===== config.mk =====
export PLATFORM = sky130hd
export DESIGN_NAME = fetch_sequencer
export DESIGN_NICKNAME = d
export VERILOG_FILES = /design/src/rtl/fetch_pkg.sv /design/src/rtl/pc_reg.sv /design/src/rtl/fetch_sequencer.sv
export SDC_FILE = /design/constraint.sdc
export NUM_CORES = 1
export LEC_CHECK = 0
export CAP_MARGIN = 20
export CORE_MARGIN = 2
export CORE_UTILIZATION = 35
export CTS_CLUSTER_DIAMETER = 80
export DETAILED_ROUTE_END_ITERATION = 8
export GPL_TIMING_DRIVEN = 0
export PLACE_DENSITY_LB_ADDON = 0.1
export SYNTH_ARGS = -nofsm -noshare
export SYNTH_HDL_FRONTEND = slang
export SYNTH_SLANG_ARGS = --single-unit

===== constraint.sdc =====
create_clock -name clock -period 5.85 [get_ports clock]
set_input_delay 0.585 -clock clock [delete_from_list [all_inputs] [get_ports clock]]
set_output_delay 0.585 -clock clock [all_outputs]
set_load 0.02 [all_outputs]

===== src/rtl/fetch_pkg.sv =====
// Shared types and helpers for the instruction-fetch sequencer.
package fetch_pkg;

  localparam int FETCH_ADDR_W = 32;
  localparam int FETCH_DATA_W = 32;
  localparam int INSTR_BYTES  = 4;

  // Clears the byte-offset bits so every fetch address is instruction aligned.
  localparam logic [FETCH_ADDR_W-1:0] ALIGN_MASK = ~FETCH_ADDR_W'(INSTR_BYTES - 1);

  typedef enum logic [1:0] {
    S_IDLE,
    S_REQ,
    S_WAIT,
    S_HOLD
  } state_e;

  typedef struct packed {
    logic [FETCH_ADDR_W-1:0] target;
    logic                    misaligned;
  } redirect_t;

  // PC-relative target; the sum wraps modulo 2^ADDR_W before alignment.
  function automatic redirect_t compute_target(input logic [FETCH_ADDR_W-1:0] base,
                                               input logic [FETCH_ADDR_W-1:0] offset);
    logic [FETCH_ADDR_W-1:0] raw;
    redirect_t               res;
    raw            = base + offset;
    res.target     = raw & ALIGN_MASK;
    res.misaligned = |(raw & ~ALIGN_MASK);
    return res;
  endfunction

endpackage


===== src/rtl/pc_reg.sv =====
// Program counter register: load has priority over sequential increment.
module pc_reg
  import fetch_pkg::*;
#(
  parameter int                ADDR_W     = FETCH_ADDR_W,
  parameter logic [ADDR_W-1:0] RESET_ADDR = '0
) (
  input  logic              clock,
  input  logic              reset,
  input  logic              load,
  input  logic [ADDR_W-1:0] load_value,
  input  logic              inc,
  output logic [ADDR_W-1:0] pc
);

  logic [ADDR_W-1:0] pc_d, pc_q;

  // Next PC: redirect load beats increment; otherwise hold.
  always_comb begin
    // NOTE: default first so every path assigns pc_d and no latch is inferred.
    pc_d = pc_q;
    if (load) begin
      pc_d = load_value;
    end else if (inc) begin
      pc_d = pc_q + ADDR_W'(INSTR_BYTES);
    end
  end

  // PC state, cleared asynchronously to the reset address.
  always_ff @(posedge clock or negedge reset) begin
    // NOTE: non-blocking assignments keep all flops updating from pre-edge values.
    if (!reset) begin
      pc_q <= RESET_ADDR;
    end else begin
      pc_q <= pc_d;
    end
  end

  assign pc = pc_q;

endmodule


===== src/rtl/fetch_sequencer.sv =====
// Fetch sequencer: owns the PC, issues one imem request at a time, holds the
// returned instruction for decode and applies squashing PC-relative redirects.
module fetch_sequencer
  import fetch_pkg::*;
#(
  parameter int                ADDR_W     = FETCH_ADDR_W,
  parameter int                DATA_W     = FETCH_DATA_W,
  parameter logic [ADDR_W-1:0] RESET_ADDR = '0
) (
  input  logic              clock,
  input  logic              reset,
  input  logic              halt,
  input  logic              redirect_valid,
  input  logic [ADDR_W-1:0] redirect_pc,
  input  logic [ADDR_W-1:0] redirect_offset,
  output logic              imem_req_valid,
  output logic [ADDR_W-1:0] imem_req_addr,
  input  logic              imem_req_ready,
  input  logic              imem_resp_valid,
  input  logic [DATA_W-1:0] imem_resp_data,
  output logic              instr_valid,
  output logic [DATA_W-1:0] instr_data,
  output logic [ADDR_W-1:0] instr_pc,
  input  logic              instr_ready,
  output logic              misaligned
);

  state_e            state_q, state_d;
  logic              squash_q, squash_d;
  logic              pc_load, pc_inc;
  logic [ADDR_W-1:0] pc_q, pc_next;
  redirect_t         rd;

  logic              req_valid_q, req_valid_d;
  logic [ADDR_W-1:0] req_addr_q, req_addr_d;
  logic              instr_valid_q, instr_valid_d;
  logic [DATA_W-1:0] instr_data_q, instr_data_d;
  logic [ADDR_W-1:0] instr_pc_q, instr_pc_d;
  logic              misaligned_q, misaligned_d;
  logic              capture;

  assign rd = compute_target(redirect_pc, redirect_offset);

  pc_reg #(
    .ADDR_W    (ADDR_W),
    .RESET_ADDR(RESET_ADDR)
  ) u_pc_reg (
    .clock     (clock),
    .reset     (reset),
    .load      (pc_load),
    .load_value(rd.target),
    .inc       (pc_inc),
    .pc        (pc_q)
  );

  // PC value after this edge, used as the address of a newly started request.
  always_comb begin
    pc_next = pc_q;
    if (pc_load) begin
      pc_next = rd.target;
    end else if (pc_inc) begin
      pc_next = pc_q + ADDR_W'(INSTR_BYTES);
    end
  end

  // State and squash registers.
  always_ff @(posedge clock or negedge reset) begin
    if (!reset) begin
      state_q  <= S_IDLE;
      squash_q <= 1'b0;
    end else begin
      state_q  <= state_d;
      squash_q <= squash_d;
    end
  end

  // Next-state logic; redirect outranks response and decode handshake.
  always_comb begin
    state_d  = state_q;
    squash_d = squash_q;
    pc_load  = 1'b0;
    pc_inc   = 1'b0;
    unique case (state_q)
      S_IDLE: begin
        pc_load = redirect_valid;
        if (!halt) state_d = S_REQ;
      end
      S_REQ: begin
        // The issued address stays on the bus; its data will be dropped.
        if (redirect_valid) begin
          pc_load  = 1'b1;
          squash_d = 1'b1;
        end
        if (imem_req_ready) state_d = S_WAIT;
      end
      S_WAIT: begin
        pc_load = redirect_valid;
        if (imem_resp_valid) begin
          if (squash_q || redirect_valid) begin
            squash_d = 1'b0;
            state_d  = halt ? S_IDLE : S_REQ;
          end else begin
            state_d = S_HOLD;
          end
        end else if (redirect_valid) begin
          squash_d = 1'b1;
        end
      end
      S_HOLD: begin
        if (redirect_valid) begin
          pc_load = 1'b1;
          state_d = halt ? S_IDLE : S_REQ;
        end else if (instr_ready) begin
          pc_inc  = 1'b1;
          state_d = halt ? S_IDLE : S_REQ;
        end
      end
      default: state_d = S_IDLE;
    endcase
  end

  // Output next values, derived from the state transition.
  always_comb begin
    capture       = (state_q == S_WAIT) && (state_d == S_HOLD);
    req_valid_d   = (state_d == S_REQ);
    req_addr_d    = ((state_d == S_REQ) && (state_q != S_REQ)) ? pc_next : req_addr_q;
    instr_valid_d = (state_d == S_HOLD);
    instr_data_d  = capture ? imem_resp_data : instr_data_q;
    instr_pc_d    = capture ? pc_q : instr_pc_q;
    misaligned_d  = redirect_valid && rd.misaligned;
  end

  // Registered outputs.
  always_ff @(posedge clock or negedge reset) begin
    if (!reset) begin
      req_valid_q   <= 1'b0;
      req_addr_q    <= RESET_ADDR;
      instr_valid_q <= 1'b0;
      instr_data_q  <= '0;
      instr_pc_q    <= RESET_ADDR;
      misaligned_q  <= 1'b0;
    end else begin
      req_valid_q   <= req_valid_d;
      req_addr_q    <= req_addr_d;
      instr_valid_q <= instr_valid_d;
      instr_data_q  <= instr_data_d;
      instr_pc_q    <= instr_pc_d;
      misaligned_q  <= misaligned_d;
    end
  end

  assign imem_req_valid = req_valid_q;
  assign imem_req_addr  = req_addr_q;
  assign instr_valid    = instr_valid_q;
  assign instr_data     = instr_data_q;
  assign instr_pc       = instr_pc_q;
  assign misaligned     = misaligned_q;

endmodule


## Yosys cells after proc, flatten, opt, wreduce, memory -nomap -nowiden

Index checks and enable logic that the tools add are counted.

| word-level totals | value |
|---|---|
| register bits after elaboration | 134 |
| input port bits | 103 |
| output and inout bits | 99 |
| word-level logic and storage cells | 47 |

| operators by class | value |
|---|---|
| $add $sub $neg | 2 |
| eq/ne operators | 7 |
| muxes and demuxes | 19 |
| reductions and logical operators | 10 |

Operator list:

| cell | number |
|---|---|
| $mux W32 | 2 |
| $add A32 B3 Y32 const B | 1 |
| $add A32 B32 Y32 | 1 |
| $mux W2 | 6 |
| $mux W1 | 8 |
| $pmux W2 S4 | 1 |
| $eq A2 B2 Y1 const B | 3 |
| $reduce_or A2 Y1 | 3 |
| $eq A2 B1 Y1 const B | 2 |
| $pmux W1 S2 | 2 |
| $logic_and A1 B1 Y1 | 3 |
| $ne A3 B3 Y1 const B | 1 |
| $logic_not A2 Y1 | 1 |
| $ne A2 B1 Y1 const B | 1 |
| $reduce_and A2 Y1 | 1 |
| $reduce_bool A2 Y1 | 1 |
| $logic_or A1 B1 Y1 | 1 |

## Longest topological paths before layout

| logic depth | value |
|---|---|
| depth after elaboration | 6 |
| mapped depth | 10 |
| mapped depth without buffers | 10 |

## Hierarchy

A second synthesis with hierarchy kept.

| unflattened totals | value |
|---|---|
| cells, all modules | 838 |
| area total of the unflattened synthesis | 8006.4 sq um |

Modules (own cells, without submodules):

| module | instances | cells an instance | area each (sq um) | sequential area each (sq um) |
|---|---|---|---|---|
| fetch_sequencer | 1 | 638 | 6185.9 | 2552.4 |
| pc_reg | 1 | 200 | 1820.5 | 800.8 |

## Least setup slack after synthesis

OpenSTA, ideal clock, no wires.

| timing path | value |
|---|---|
| path kind | input -> register |
| from | in redirect_pc[0] |
| to | reg u_pc_reg.pc_q[30], in the netlist u_pc_reg.pc[30] |
| library setup time | 139 ps |
| arrival | 2679 ps |
| data required time | 5711 ps |
| path slack | 3033 ps |
| cell stages on the path | 10 |
| path buffers | 0 |
| path through | ha_1 -> fa_1 -> a21oi_1 -> o22ai_1 -> o31a_1 -> a41oi_2 -> o21bai_2 -> a41oi_2 -> xor2_1 -> a21oi_1 |

| on the way | value |
|---|---|
| word-level cells in the longest chain between the ends | 2 |

RTL lines:

| element | RTL line | source |
|---|---|---|
| start, declared | fetch_sequencer.sv:14 | `input logic [ADDR_W-1:0] redirect_pc,` |
| $add A32 B32 Y32 | fetch_pkg.sv:28 | `raw = base + offset;` |
| $mux W32 | -- |  |
| named net pc_next[30] | fetch_sequencer.sv:31 | `logic [ADDR_W-1:0] pc_q, pc_next;` |
| end signal, assigned | pc_reg.sv:35 | `pc_q <= pc_d;` |
| end, declared | pc_reg.sv:16 | `logic [ADDR_W-1:0] pc_d, pc_q;` |

The timed path passes the listed nets, and every way through them passes these cells.
A chain may end at the register's enable or synchronous reset.

## Worst setup path after layout

| timing path | value |
|---|---|
| from | in redirect_pc[0] |
| to | reg req_addr_q[22], in the netlist imem_req_addr[22] |

| on the way | value |
|---|---|
| word-level cells in the longest chain between the ends | 2 |

RTL lines:

| element | RTL line | source |
|---|---|---|
| $add A32 B32 Y32 | fetch_pkg.sv:28 |  |
| $mux W32 | fetch_sequencer.sv:59 | `if (pc_load) begin` |
| named net pc_next[22] | fetch_sequencer.sv:31 |  |
| end signal, assigned | fetch_sequencer.sv:144 | `req_addr_q <= req_addr_d;` |
| end, declared | fetch_sequencer.sv:35 | `logic [ADDR_W-1:0] req_addr_q, req_addr_d;` |

The timed path passes the listed nets, and every way through them passes these cells.

==> flow_summary.json <==
{
  "routedWlPerCell_um": 16.58,
  "grt_util_all_layers_pct": 17.38,
  "leakage_nw": 4.435,
  "holdBufCountCts": 0,
  "post_dp_cell_area_um2": 9824,
  "stdcell_area_um2": 10450,
  "finalSetupTns_ps": 0,
  "antenna_found_initial": 0,
  "relSlewSlack_pct": 49.26,
  "synth-main-ff-cell": "dfrtp_1",
  "regToRegStartpoint": "u_pc_reg.pc[2]",
  "pre_cts_ws_ps": 2175,
  "hold_path.class": "in2async",
  "crit_path_max_fanout": 3,
  "fillers": 1939,
  "final_common_cell": "clkdlybuf4s50_1",
  "max-cap-violations": 0,
  "initial_core_util_pct": 35.50,
  "synthArstFlopShare_pct": 100.0,
  "clock_sinks": 134,
  "cts_buffers": 17,
  "synth_area_per_cell_um2": 11.12,
  "ioPinCount": 202,
  "worst-r2r-cell-count": 9,
  "cts_tree": "yes",
  "htreeDepth": 4,
  "end_kind": "register",
  "cp_slowest_cell": "clkdlybuf4s50_1",
  "root_buffer": "clkbuf_16",
  "final_cell_mix": "200 x clkdlybuf4s50_1, 134 x dfrtp_1, 89 x mux2_2",
  "clk_latency_ps": 420,
  "fin_skew_ps": 15.21,
  "drc": 0,
  "fin_nets": 1026,
  "first_global_vias": 5945,
  "cts_resized": 0,
  "yosysSeqAreaShare_pct": 45.07,
  "drtAntennaViolNets": 0,
  "status": "finished, final reports clean",
  "regArea_um2": 3353,
  "grt_max_degree": 79,
  "gp_congestion": 0.9111,
  "p_total_w": 0.004806,
  "worstPathArrival_ps": 3540,
  "syn_nets": 805,
  "cts.reportedPaths.clkPinSlew_ps": 60,
  "dpl.hpwl_um": 15060,
  "cp.required_ps": 6150,
  "clk_path_buf_depth": 2,
  "fp.dieArea_um2": 22440,
  "drtIter0Drc": 230,
  "synth_area_leaders": "dfrtp_1 45%, mux2_2 13%, ha_1 5.4%, xor2_1 3.5%, xnor2_1 3.4%",
  "multi_input_area_um2": 3890,
  "fmax_mhz": 307.9,
  "synth_cell_types": 64,
  "slew_viol_final": 0,
  "syn_to_final_growth_pct": 40.43,
  "hold_viol": 0,
  "setup_viol": 0,
  "core.rowCount": 53,
  "rsz0062_at_grt": "false",
  "r2r_slack_ps": 3340,
  "reg2reg_to": "imem_req_addr[26]",
  "die_height_um": 149.8,
  "overflow": 0,
  "first_pass_iters": 4,
  "postSynthCellCount": 669,
  "grt_pass1_wl_um": 30570,
  "synth_edf_count": 0,
  "power_density_nw_per_um2": 460.0,
  "drive_gt1_share_pct": 19.05,
  "synth_area_leader_cell": "dfrtp_1",
  "netlist_area_um2": 7440,
  "synth_top_area_share_pct": 45.07,
  "timing.final.crit_share_pct": 55.52,
  "tightest_slew_ps": 761.2,
  "vias": 5861,
  "setup.worst_path.class": "in2reg",
  "vias_per_cell": 4.975,
  "die_w_um": 149.8,
  "holdWs_ps": 133.4,
  "portBuffers": 201,
  "num_antenna_cells": 0,
  "core_area_um2": 20960,
  "timing.final.ws_setup_ps": 2602,
  "postCtsSetupBuffers": 0,
  "slowest_delay_ps": 420,
  "critical_path.cell_chain": "clkdlybuf4s50_1 > ha_1 > fa_1 > a21oi_1 > o22ai_1 > o31a_1 > a41oi_2 > o21bai_2 > xnor2_1 > mux2i_1 > mux2_2",
  "ys_warn_count": 0,
  "wl_um": 19540,
  "ir_drop_mv": 0.2175,
  "ys_seq_elements": 134,
  "start_kind": "input port",
  "fin_crit_ps": 3248
}
synth_stat cells, types with 3 or more instances:
master and count:
a211oi_1 4, a211oi_2 3, a21o_1 14, a21oi_1 38
a21oi_2 4, a31oi_1 4, and2_1 6, and3_1 15
and4_1 5, buf_2 14, buf_4 5, clkbuf_1 6
dfrtp_1 134, ha_1 32, inv_1 13, mux2_2 89
mux2i_1 14, nand2_1 50, nand3_1 17, nand4_1 13
nor2_1 30, nor2b_1 6, nor3_1 3, o211ai_1 5
o21a_1 7, o21ai_0 21, o21ai_1 5, o21bai_1 6
xnor2_1 29, xor2_1 30
area by class of cell:
type	instances	share of cell area (%)
clock buffers	19	4.240
plain buffers	28	1.377
flip-flops and latches	134	32.10
clock inverters	13	1.725
multi-input cells	493	37.23
well taps	275	3.293
repair buffers	202	19.53
inverters	14	0.5030
worst max-delay path by stage:
stage              startpoint           endpoint  slack (ps)  cells after the start
2_1_floorplan  redirect_pc[0]    u_pc_reg.pc[30]        3030                     10
3_3_place_gp            reset  imem_req_addr[29]       -1000                      1
3_5_place_dp   redirect_pc[0]  imem_req_addr[22]        2170                     11
4_1_cts        redirect_pc[0]  imem_req_addr[22]        2610                     11
5_1_grt        redirect_pc[0]    u_pc_reg.pc[30]        2480                     11
6_report       redirect_pc[0]  imem_req_addr[22]        2600                     11
where the power goes:
group | switching (W) | internal (W) | leakage [nW] | total, W
registers | 0.000242 | 0.00131 | 1.62 | 0.00155
logic | 0.00104 | 0.00110 | 2.51 | 0.00214
clock network | 0.000395 | 0.000722 | 0.299 | 0.00112
critical path, delay by kind of cell:
family,cells,cell delay [ps]
buffers and inverters,1,420
muxes,2,410
adders and majority gates,2,660
AOI/OAI and AO/OA,5,1210
xor gates and xnor gates,1,250
logic make-up (layout without fill, tap and decap cells):
family | count (synthesis) | count (layout) | synth area share [%]
and+or+nand+nor | 155 | 155 | 10.41
adders and majority gates | 33 | 33 | 5.651
buffers and inverters | 42 | 276 | 2.640
AOI/OAI and AO/OA | 142 | 142 | 13.72
xor gates and xnor gates | 59 | 59 | 6.946
muxes | 104 | 104 | 15.56
DFF | 134 | 134 | 45.07
per-layer routing:
| layer | share of wire (%) | GRT usage [%] | vias up |
|---|---|---|---|
| met1 | 45 | 22.61 | 2796 |
| met2 | 48 | 29.04 | 185 |
| met3 | 5.7 | 3.811 | 17 |
| li1 | - | - | 2863 |
| met5 | 0 | 0 | - |
| met4 | 1.2 | 5.283 | 0 |
metrics by stage:
stage | cells | util, %
floorplan | 669 | -
global placement | 1145 | 46.75
detailed placement | 1146 | 46.88
CTS | 1178 | 49.86
global route | 1178 | 49.86
finish | 1178 | 49.86
No activity file was read; power rests on OpenSTA's default activity.
